## config.mk

```make
export PLATFORM = sky130hd
export DESIGN_NAME = fetch_unit_flat
export DESIGN_NICKNAME = d
export VERILOG_FILES = /design/src/rtl/cpu_pkg.sv /design/src/rtl/fetch_unit_if.sv /design/src/rtl/fetch_unit.sv /design/src/flat_wrapper.sv
export SDC_FILE = /design/constraint.sdc
export NUM_CORES = 1
export LEC_CHECK = 0
export CORE_MARGIN = 2
export CORE_UTILIZATION = 43
export DETAILED_ROUTE_END_ITERATION = 10
export PLACE_DENSITY_LB_ADDON = 0.2
export SLEW_MARGIN = 20
export SYNTH_ARGS = -nofsm -noshare
export SYNTH_HDL_FRONTEND = slang
export SYNTH_SLANG_ARGS = --single-unit
```

## constraint.sdc

```tcl
create_clock -name clk -period 2.5 [get_ports clk]
set_input_delay 0.5 -clock clk [delete_from_list [all_inputs] [get_ports clk]]
set_output_delay 0.5 -clock clk [all_outputs]
set_load 0.005 [all_outputs]
```

## src/rtl/cpu_pkg.sv

```systemverilog
// Shared CPU constants: bus widths, program entry point and the fetch state encoding.
package cpu_pkg;

  localparam int ADDR_W = 16;
  localparam int DATA_W = 16;

  localparam logic [ADDR_W-1:0] RESET_PC = 16'h0010;

  localparam logic [1:0] ST_READ = 2'd0;
  localparam logic [1:0] ST_PUSH = 2'd1;
  localparam logic [1:0] ST_HOLD = 2'd2;

  // Sequential fetch wraps FFFF -> 0000 with no carry out.
  function automatic logic [ADDR_W-1:0] pc_inc(input logic [ADDR_W-1:0] pc);
    return pc + ADDR_W'(1);
  endfunction

endpackage

```

## src/rtl/fetch_unit_if.sv

```systemverilog
// Fetch-stage bus bundle: memory instruction port, decode handshake and execute redirect.
interface fetch_unit_if;
  import cpu_pkg::*;

  logic              mem_busy;
  logic              i_read;
  logic              i_push;
  logic [ADDR_W-1:0] i_addr;
  logic [DATA_W-1:0] d_bus;
  logic [DATA_W-1:0] instr;
  logic [ADDR_W-1:0] instr_pc;
  logic              instr_valid;
  logic              instr_ready;
  logic              jump_valid;
  logic [ADDR_W-1:0] jump_target;

  modport master (
    input  mem_busy, d_bus, instr_ready, jump_valid, jump_target,
    output i_read, i_push, i_addr, instr, instr_pc, instr_valid
  );

  modport slave (
    output mem_busy, d_bus, instr_ready, jump_valid, jump_target,
    input  i_read, i_push, i_addr, instr, instr_pc, instr_valid
  );

endinterface

```

## src/rtl/fetch_unit.sv

```systemverilog
// Instruction fetch stage: sequences the memory's read/push pair, holds one instruction
// for decode, and lets execute redirect the PC at any time.
module fetch_unit
  import cpu_pkg::*;
(
  input  logic          clk,
  input  logic          rst_n,
  fetch_unit_if.master  bus
);

  logic [1:0]        state;
  logic [ADDR_W-1:0] pc;
  logic [DATA_W-1:0] instr_q;
  logic [ADDR_W-1:0] instr_pc_q;
  logic              valid_q;

  logic              do_read;
  logic              do_push;
  logic              accept;
  logic              mem_free;

  // A jump or a data access suppresses both memory strobes in the same cycle.
  always_comb begin
    mem_free = rst_n & ~bus.mem_busy & ~bus.jump_valid;
    do_read  = mem_free & (state == ST_READ);
    do_push  = mem_free & (state == ST_PUSH);
    accept   = (state == ST_HOLD) & valid_q & bus.instr_ready & ~bus.jump_valid;
  end

  assign bus.i_read      = do_read;
  assign bus.i_push      = do_push;
  assign bus.i_addr      = pc;
  assign bus.instr       = instr_q;
  assign bus.instr_pc    = instr_pc_q;
  assign bus.instr_valid = valid_q & ~bus.jump_valid;

  always_ff @(posedge clk) begin
    if (!rst_n) begin
      state      <= ST_READ;
      pc         <= RESET_PC;
      instr_q    <= '0;
      instr_pc_q <= '0;
      valid_q    <= 1'b0;
    end else if (bus.jump_valid) begin
      pc      <= bus.jump_target;
      valid_q <= 1'b0;
      state   <= ST_READ;
    end else begin
      case (state)
        ST_READ: begin
          if (do_read) state <= ST_PUSH;
        end
        // A stalled push keeps its word: the memory's instruction store ignores data traffic.
        ST_PUSH: begin
          if (do_push) begin
            instr_q    <= bus.d_bus;
            instr_pc_q <= pc;
            pc         <= pc_inc(pc);
            valid_q    <= 1'b1;
            state      <= ST_HOLD;
          end
        end
        ST_HOLD: begin
          if (accept) begin
            valid_q <= 1'b0;
            state   <= ST_READ;
          end
        end
        default: state <= ST_READ;
      endcase
    end
  end

  a_no_dual_strobe: assert property (@(posedge clk) !(bus.i_read && bus.i_push));
  a_no_strobe_busy: assert property (@(posedge clk) bus.mem_busy |-> !(bus.i_read || bus.i_push));

endmodule

```

## src/flat_wrapper.sv

```systemverilog
// flat-port wrapper written by rule: the top's interface ports become plain ports
module fetch_unit_flat import cpu_pkg::*;
  (clk, rst_n, bus_mem_busy, bus_d_bus, bus_instr_ready, bus_jump_valid, bus_jump_target, bus_i_read, bus_i_push, bus_i_addr, bus_instr, bus_instr_pc, bus_instr_valid);
  fetch_unit_if bus_i ();
  input  logic clk;
  input  logic rst_n;
  input wire logic [$bits(bus_i.mem_busy)-1:0] bus_mem_busy;
  input wire logic [$bits(bus_i.d_bus)-1:0] bus_d_bus;
  input wire logic [$bits(bus_i.instr_ready)-1:0] bus_instr_ready;
  input wire logic [$bits(bus_i.jump_valid)-1:0] bus_jump_valid;
  input wire logic [$bits(bus_i.jump_target)-1:0] bus_jump_target;
  output wire logic [$bits(bus_i.i_read)-1:0] bus_i_read;
  output wire logic [$bits(bus_i.i_push)-1:0] bus_i_push;
  output wire logic [$bits(bus_i.i_addr)-1:0] bus_i_addr;
  output wire logic [$bits(bus_i.instr)-1:0] bus_instr;
  output wire logic [$bits(bus_i.instr_pc)-1:0] bus_instr_pc;
  output wire logic [$bits(bus_i.instr_valid)-1:0] bus_instr_valid;
  assign bus_i.mem_busy = bus_mem_busy;
  assign bus_i.d_bus = bus_d_bus;
  assign bus_i.instr_ready = bus_instr_ready;
  assign bus_i.jump_valid = bus_jump_valid;
  assign bus_i.jump_target = bus_jump_target;
  assign bus_i_read = bus_i.i_read;
  assign bus_i_push = bus_i.i_push;
  assign bus_i_addr = bus_i.i_addr;
  assign bus_instr = bus_i.instr;
  assign bus_instr_pc = bus_i.instr_pc;
  assign bus_instr_valid = bus_i.instr_valid;
  fetch_unit u_core (.clk(clk), .rst_n(rst_n), .bus(bus_i));
endmodule
```

# After elaboration in Yosys (flattened, before gate mapping)
# Index checks and enable logic that the tools add are counted.
[word_totals]
reg_bits = 51
latch_bits = 0
ramBits = 0
mem_bits_ro = 0
inputBits = 37
out_inout_bits = 51
elab_cells = 41
memories = 0
[classes]
addsub = 1
n_mul = 0
div = 0
order_cmp = 0
eq_ne = 5
n_shift = 0
mux = 10
bitwise = 11
n_reduce_logical = 9
[ops]
columns = ["cell", "n"]
rows = [
  ["$mux W16", 3],
  ["$add A16 B1 Y16 const B", 1],
  ["$reduce_and A3 Y1", 3],
  ["$and A1 B1 Y1", 8],
  ["$mux W2", 3],
  ["$pmux W2 S3", 1],
  ["$reduce_bool A2 Y1", 3],
  ["$ne A2 B2 Y1 const B", 2],
  ["$not A1 Y1", 3],
  ["$eq A2 B1 Y1 const B", 1],
  ["$eq A2 B2 Y1 const B", 1],
  ["$logic_not A2 Y1", 1],
  ["$mux W1", 2],
  ["$ne A2 B1 Y1 const B", 1],
  ["$pmux W1 S2", 1],
  ["$reduce_and A2 Y1", 1],
  ["$reduce_or A2 Y1", 1],
]

# Depth between registers and ports, before layout
# Gate-level depths: netlist (run 1).
[logic_depth]
depth_word = 7
depth_mapped = 6
depth_no_buf = 5

# Least setup slack after synthesis (run 1)
# OpenSTA, ideal clock, no wires.
[synth_path]
kind = "input-to-reg"
start = "input bus_mem_busy"
end = "register u_core.pc[15], in the netlist u_core.bus.i_addr[15]"
setup_ns = 0.074
arrival_time_ns = 2.141
required_ns = 2.426
path_slack_ns = 0.285
cell_stages = 6
n_path_buf = 2
path_cell_list = "or3b_1 > buf_2 > or4_1 > buf_2 > or4_1 > a31oi_1"
[synth_between]
elab_chain_cells = 6
[synth_rtl]
columns = ["item", "line", "text"]
rows = [
  ["start: declaration", "flat_wrapper.sv:7", "input wire logic [$bits(bus_i.mem_busy)-1:0] bus_mem_busy;"],
  ["$not A1 Y1", "fetch_unit.sv:24", "mem_free = rst_n & ~bus.mem_busy & ~bus.jump_valid;"],
  ["$and A1 B1 Y1 (2 in a row)", "fetch_unit.sv:24", ""],
  ["$and A1 B1 Y1", "fetch_unit.sv:26", "do_push = mem_free & (state == ST_PUSH);"],
  ["$reduce_bool A2 Y1 (no source line)", "-", ""],
  ["$reduce_and A2 Y1 (no source line)", "-", ""],
  ["end signal: assignment", "fetch_unit.sv:45", "pc <= bus.jump_target;"],
  ["end signal: assignment", "fetch_unit.sv:58", "pc <= pc_inc(pc);"],
  ["end: declaration", "fetch_unit.sv:12", "logic [ADDR_W-1:0] pc;"],
]
# No other way between the ends.
# A chain may end at the register's enable or synchronous reset.

# Worst setup path in the final report (run 1)
[layout_path]
start = "input bus_jump_valid"
end = "output bus_i_read"
[layout_between]
elab_chain_cells = 3
[layout_rtl]
columns = ["item", "line", "text"]
rows = [
  ["start: declaration", "flat_wrapper.sv:10", "input wire logic [$bits(bus_i.jump_valid)-1:0] bus_jump_valid;"],
  ["$not A1 Y1 (no source line)", "-", ""],
  ["$and A1 B1 Y1", "fetch_unit.sv:24", ""],
  ["$and A1 B1 Y1", "fetch_unit.sv:25", "do_read = mem_free & (state == ST_READ);"],
  ["end: declaration", "flat_wrapper.sv:12", "output wire logic [$bits(bus_i.i_read)-1:0] bus_i_read;"],
]
# No other way between the ends.

==> results of run 1 <==
==> report_power, final <==
| part | leakage (nW) | internal [mW] | switching (mW) |
|---|---|---|---|
| logic | 0.676 | 0.129 | 0.0696 |
| registers | 0.415 | 0.834 | 0.0322 |
| clock network | 0.0408 | 0.201 | 0.280 |
==> final cells by class <==
type | instances | area share
Clock inverter | 3 | 0.00718
Inverter | 6 | 0.00681
Timing Repair Buffer | 98 | 0.293
Multi-Input combinational cell | 198 | 0.337
Tap cell | 70 | 0.0265
Sequential cell | 51 | 0.309
Clock buffer | 5 | 0.0208
==> registers in the layout, summed over array words and instances (netlist names) <==
name                 flops
u_core.bus.i_addr       16
u_core.bus.instr_pc     16
u_core.state             2
u_core.bus.instr        16
u_core.valid_q           1
==> worst reg2reg max path: stages, from the launching register on <==
cell,delay [ps]
dfxtp_1,430
or3b_1,390
or4_1,630
or4_1,440
a31oi_1,160
==> routing by layer <==
| layer | GRT usage | vias to the layer above | routed length, um |
|---|---|---|---|
| met2 | 0.320 | 53 | 2600 |
| met4 | 0.0468 | 0 | 20 |
| li1 | - | 1093 | - |
| met1 | 0.256 | 989 | 2600 |
| met5 | 0 | - | 0 |
| met3 | 0.0450 | 2 | 308 |
==> cell families (layout without fill, tap and decap cells) <==
kind of cell / count (synthesis) / count (layout)
AOI/OAI and AO/OA: 67 / 67
xor gates and xnor gates: 11 / 11
adders and majority gates: 1 / 1
buffers and inverters: 23 / 112
DFF: 51 / 51
muxes: 1 / 1
and+or+nand+nor: 118 / 118
==> cells in the final DEF (no fill, tap or decap), drive strengths merged <==
master / Yosys / layout
xor2: 2 / 2
clkbuf: 14 / 5
o211a: 3 / 3
mux2: 1 / 1
a21oi: 8 / 8
and3: 1 / 1
clkdlybuf4s50: 0 / 85
ha: 1 / 1
o21bai: 1 / 1
xnor2: 9 / 9
nor3: 5 / 5
o21a: 1 / 1
nand3b: 3 / 3
dlymetal6s2s: 0 / 2
o21ai: 16 / 16
clkinvlp: 0 / 2
or3b: 1 / 1
a21boi: 32 / 32
nor2: 2 / 2
dfxtp: 51 / 51
or4: 2 / 2
nor2b: 2 / 2
o31ai: 2 / 2
or3: 2 / 2
buf: 3 / 11
and2b: 1 / 1
nor4: 3 / 3
nand4: 4 / 4
nand3: 6 / 6
nand2: 80 / 80
inv: 6 / 7
and4: 1 / 1
nand2b: 4 / 4
a31oi: 4 / 4
nor3b: 1 / 1
==> worst paths after layout <==
path | to | slack, ps | from | depth (start not counted)
hold reg to reg | u_core.bus.instr[3] | 470 | u_core.bus.instr[3] | 2
setup reg to reg | u_core.bus.i_addr[15] | 400 | u_core.state[0] | 4
hold / removal | u_core.bus.instr[3] | 470 | u_core.bus.instr[3] | 2
setup / recovery | bus_i_read | 130 | bus_jump_valid | 4
==> what timing repair did <==
action	CTS	global route
gates resized for setup	1	4
endpoints found under the setup margin	1	2
pin swaps	1	2
==> stage by stage <==
stage,cells,hold slack [ps],utilization,setup TNS [ps],cell area [um2]
4_1_cts,431,471,0.654,0,3300
3_3_place_gp,423,449,0.635,-61.7,3200
6_report,431,466,0.656,0,3310
2_1_floorplan,272,460,-,0,2210
3_5_place_dp,423,458,0.635,-169,3200
5_1_grt,431,484,0.656,0,3310
==> summary.txt, run 1 <==
top_reg_cell synth = dfxtp_1
CTS Buf Count = 5
vias in the first global route = 1,812
final setup fails = 0
Compound-Gate Fraction of Synth Area = 0.201
Layout area overhead = 49.5%
layout cell share with drive strength beyond 1 = 0.0609
top cells by count, synth = 80 x nand2_1, 51 x dfxtp_1, 32 x a21boi_0
crit path max fanout = 2
Slew Limit Headroom = 0.716
initial antenna violation count = 0
clk root buf = clkbuf_8
full die area = 5740 um2
initial core utilization = 0.439
syn nets = 310
MaxCap Viol Count = 0
multiplexer share of the synthesized area = 0.00509
clk sinks = 51
startpoint types = input pin
Vias = 2,137
PD cells = 467 nW/um2
routability cong. = 0.804
I/O pins = 88
f_max = 0.422 GHz
Critical Path AT = 1870 ps
Via density = 4.96
layout net count = 398
dominant cells by area after synthesis = dfxtp_1 46%, nand2_1 14%, a21boi_0 11%
routed wire length = 5530 um
min cycle time layout = 2370 ps
area of the multi-input gates = 1110 um2
Place WS = -103 ps
Cell Chain, Critical Path = clkdlybuf4s50_1, nand2b_1, nor4_1, clkdlybuf4s50_1
top-count cell post-synth = nand2_1
Avg Synthesized Cell Area = 8.14 um2
GRT Total Usage = 0.194
GRT Residual Overflow = 0
WP buf/inv = 2
Max clock buf depth = 2
CTS tree = yes
Final Hold Fails = 0
Layout Skew = 6.89 ps
EDFF count, synth = 0
status = completed
largest family of logic cells by synthesized area = simple AND/OR/NAND/NOR gates
Yosys top cell area share = 0.461
worst path required time = 2000 ps
Yosys warning total = 0
DRT Pass-1 Iters = 4
first-pass GRT wire length = 8580 um
Hold Buf Count CTS = 0
total core area = 5040 um2
XOR/XNOR Fraction of Synth Area = 0.0435
DP Wirelength = 3900 um
Worst Setup End Kind = output pin
register area share after synthesis = 0.461
cell repeated most along the worst path = clkdlybuf4s50_1
worst setup path category = in2out
Crit-path slowest cell = clkdlybuf4s50_1
DRC Markers = 0
total of fill cells in the finished design = 462
final period utilization = 0.949
Post-DRT Antenna Nets = 0
area leader, netlist = dfxtp_1
Synth Area in Simple Gates = 0.243
Register Area = 1020 um2
#FFs+latches synth = 51
die width = 75.7 um
Worst Tran Pin Value = 425 ps
Worst-Skew Late Latency = 300 ps
Mapped Cells = 272
fraction of the mapped netlist area in adder cells = 0.00565
row count = 26
1st-iter DRT viols = 69
Slew Limit Fails = 0
final worst slack = 128 ps
total setup buffers inserted after CTS = 0
leakage power = 1.13 nW
per-cell routed wire length = 12.8 um
synthesized cell area = 2210 um2
Die Ht = 75.7 um
Peak VDD IR = 0.316 mV
slowest stage delay, CP = 550 ps
Hold/Removal Path Class = reg2reg
Clock transition at path regs = 90 ps
H-tree depth = 2
antenna diode count = 0
RSZ-0062 raised after global routing = no
IO buf count = 87
Top delay family on crit path = buffers and inverters
post-synthesis async set-or-reset flop share = 0
largest net degree at the start of global routing = 51
Distinct cells, synth = 33
total power draw = 1.54 mW
Note: power is estimated with default switching activity, not from simulation.
==> inputs of run 2 (changes only) <==
--- a/config.mk
+++ b/config.mk
@@ -5,6 +5,7 @@
 export SDC_FILE = /design/constraint.sdc
 export NUM_CORES = 1
 export LEC_CHECK = 0
+export CORE_ASPECT_RATIO = 0.7
 export CORE_MARGIN = 2
 export CORE_UTILIZATION = 43
 export DETAILED_ROUTE_END_ITERATION = 10
==> summary.txt, run 2 (synthesis results as in run 1) <==
status = completed
final worst slack = 64.4 ps
largest net degree at the start of global routing = 48
hold slack = 464 ps
per-cell routed wire length = 13.9 um
Inst Count DP = 424
antenna diode count = 0
I/O pins = 88
total of fill cells in the finished design = 438
most common cell after layout, fill and taps aside = clkdlybuf4s50_1
H-tree depth = 2
min cycle time layout = 2440 ps
f_max = 0.411 GHz
final non-filler cell total = 432
Worst Tran Pin Value = 410 ps
routed wire length = 6000 um
leakage power = 1.13 nW
full die area = 5750 um2
Clock transition at path regs = 100 ps
Layout Skew = 8.00 ps
GRT Total Usage = 0.215
GRT Residual Overflow = 0
CTS Buf Count = 5
most frequent cells in the layout = 86 x clkdlybuf4s50_1, 80 x nand2_1, 51 x dfxtp_1
DRC Markers = 0
Slew Limit Fails = 0
area of the multi-input gates = 1120 um2
layout cell share with drive strength beyond 1 = 0.0606
design area = 3300 um2
Post-DRT Antenna Nets = 0
die width = 89.8 um
RSZ-0062 raised after global routing = no
DRT Pass-1 Iters = 4
initial antenna violation count = 0
Vias = 2,156
Worst-Skew Late Latency = 300 ps
Peak VDD IR = 0.338 mV
Post-DP Area = 3200 um2
Hold/Removal Path Class = reg2reg
Slew Limit Headroom = 0.726
WL met2 = 2800 um
initial core utilization = 0.455
startpoint types = input pin
CTS tree = yes
total core area = 4860 um2
DR top layer = met4
Worst Setup End Kind = output pin
Critical Path AT = 1940 ps
routed wl met3 = 336 um
Place WS = -92.4 ps
first-pass GRT wire length = 10,000 um
Setup TNS = 0 ps
1st-iter DRT viols = 71
MaxCap Viol Count = 0
post-layout util = 0.679
worst setup path category = in2out
Via density = 4.99
Final Hold Fails = 0
clk sinks = 51
worst path required time = 2000 ps
DP Wirelength = 4180 um
row count = 21
total setup buffers inserted after CTS = 0
final period utilization = 0.974
clk root buf = clkbuf_8
Register Area = 1020 um2
total power draw = 1.53 mW
IO buf count = 87
met1 WL = 2830 um
Die Ht = 64.0 um
vias in the first global route = 2,171
final setup fails = 0
Max clock buf depth = 2
Layout area overhead = 49.2%
PD cells = 465 nW/um2
routability cong. = 0.804
crit path max fanout = 4
layout net count = 400
==> run 2: cell count changes in the layout (fill, tap and decap cells not counted), sizes merged <==
| cell | before | now |
|---|---|---|
| clkdlybuf4s50 | 85 | 86 |
| buf | 11 | 13 |
| clkinv | 0 | 1 |
| clkbuf | 5 | 6 |
| dlymetal6s2s | 2 | 1 |
| inv | 7 | 6 |
| clkinvlp | 2 | 1 |
==> run 2: worst max-delay path: stages <==
cell and delay [ps]:
clkdlybuf4s50_1 420, buf_4 160, nor3b_4 170, nand3_1 120, inv_1 80, clkdlybuf4s50_1 490
==> run 2: where the power goes <==
group          switching, mW  total [mW]  internal [mW]  leakage, nW
registers             0.0308       0.865          0.834        0.415
clock network          0.270       0.467          0.196       0.0412
logic                 0.0737       0.203          0.129        0.676
==> run 2: routing by layer <==
metal  global-route usage  vias up
met5                    0        -
met4               0.0635        0
met3               0.0542        5
met2                0.373       60
met1                0.268      993
li1                     -     1098
==> run 2: area by class of cell <==
cell class,instances,area share
multi-input cells,198,0.338
flip-flops and latches,51,0.309
clock buffers,6,0.0220
repair buffers,100,0.294
well taps,69,0.0261
clock inverters,2,0.00379
inverters,6,0.00682
==> run 2: what timing repair did <==
action,4_1_cts,5_1_grt
gates resized for setup,0,3
hold buffers,0,0
endpoints found under the setup margin,0,2
==> run 2: worst paths after layout <==
check                             to                    start  cells after the start  slack, ps
max                       bus_i_push             bus_mem_busy                      6         60
max reg2reg    u_core.bus.i_addr[15]          u_core.state[0]                      4        390
min          u_core.bus.instr_pc[12]  u_core.bus.instr_pc[12]                      2        460
min reg2reg  u_core.bus.instr_pc[12]  u_core.bus.instr_pc[12]                      2        460
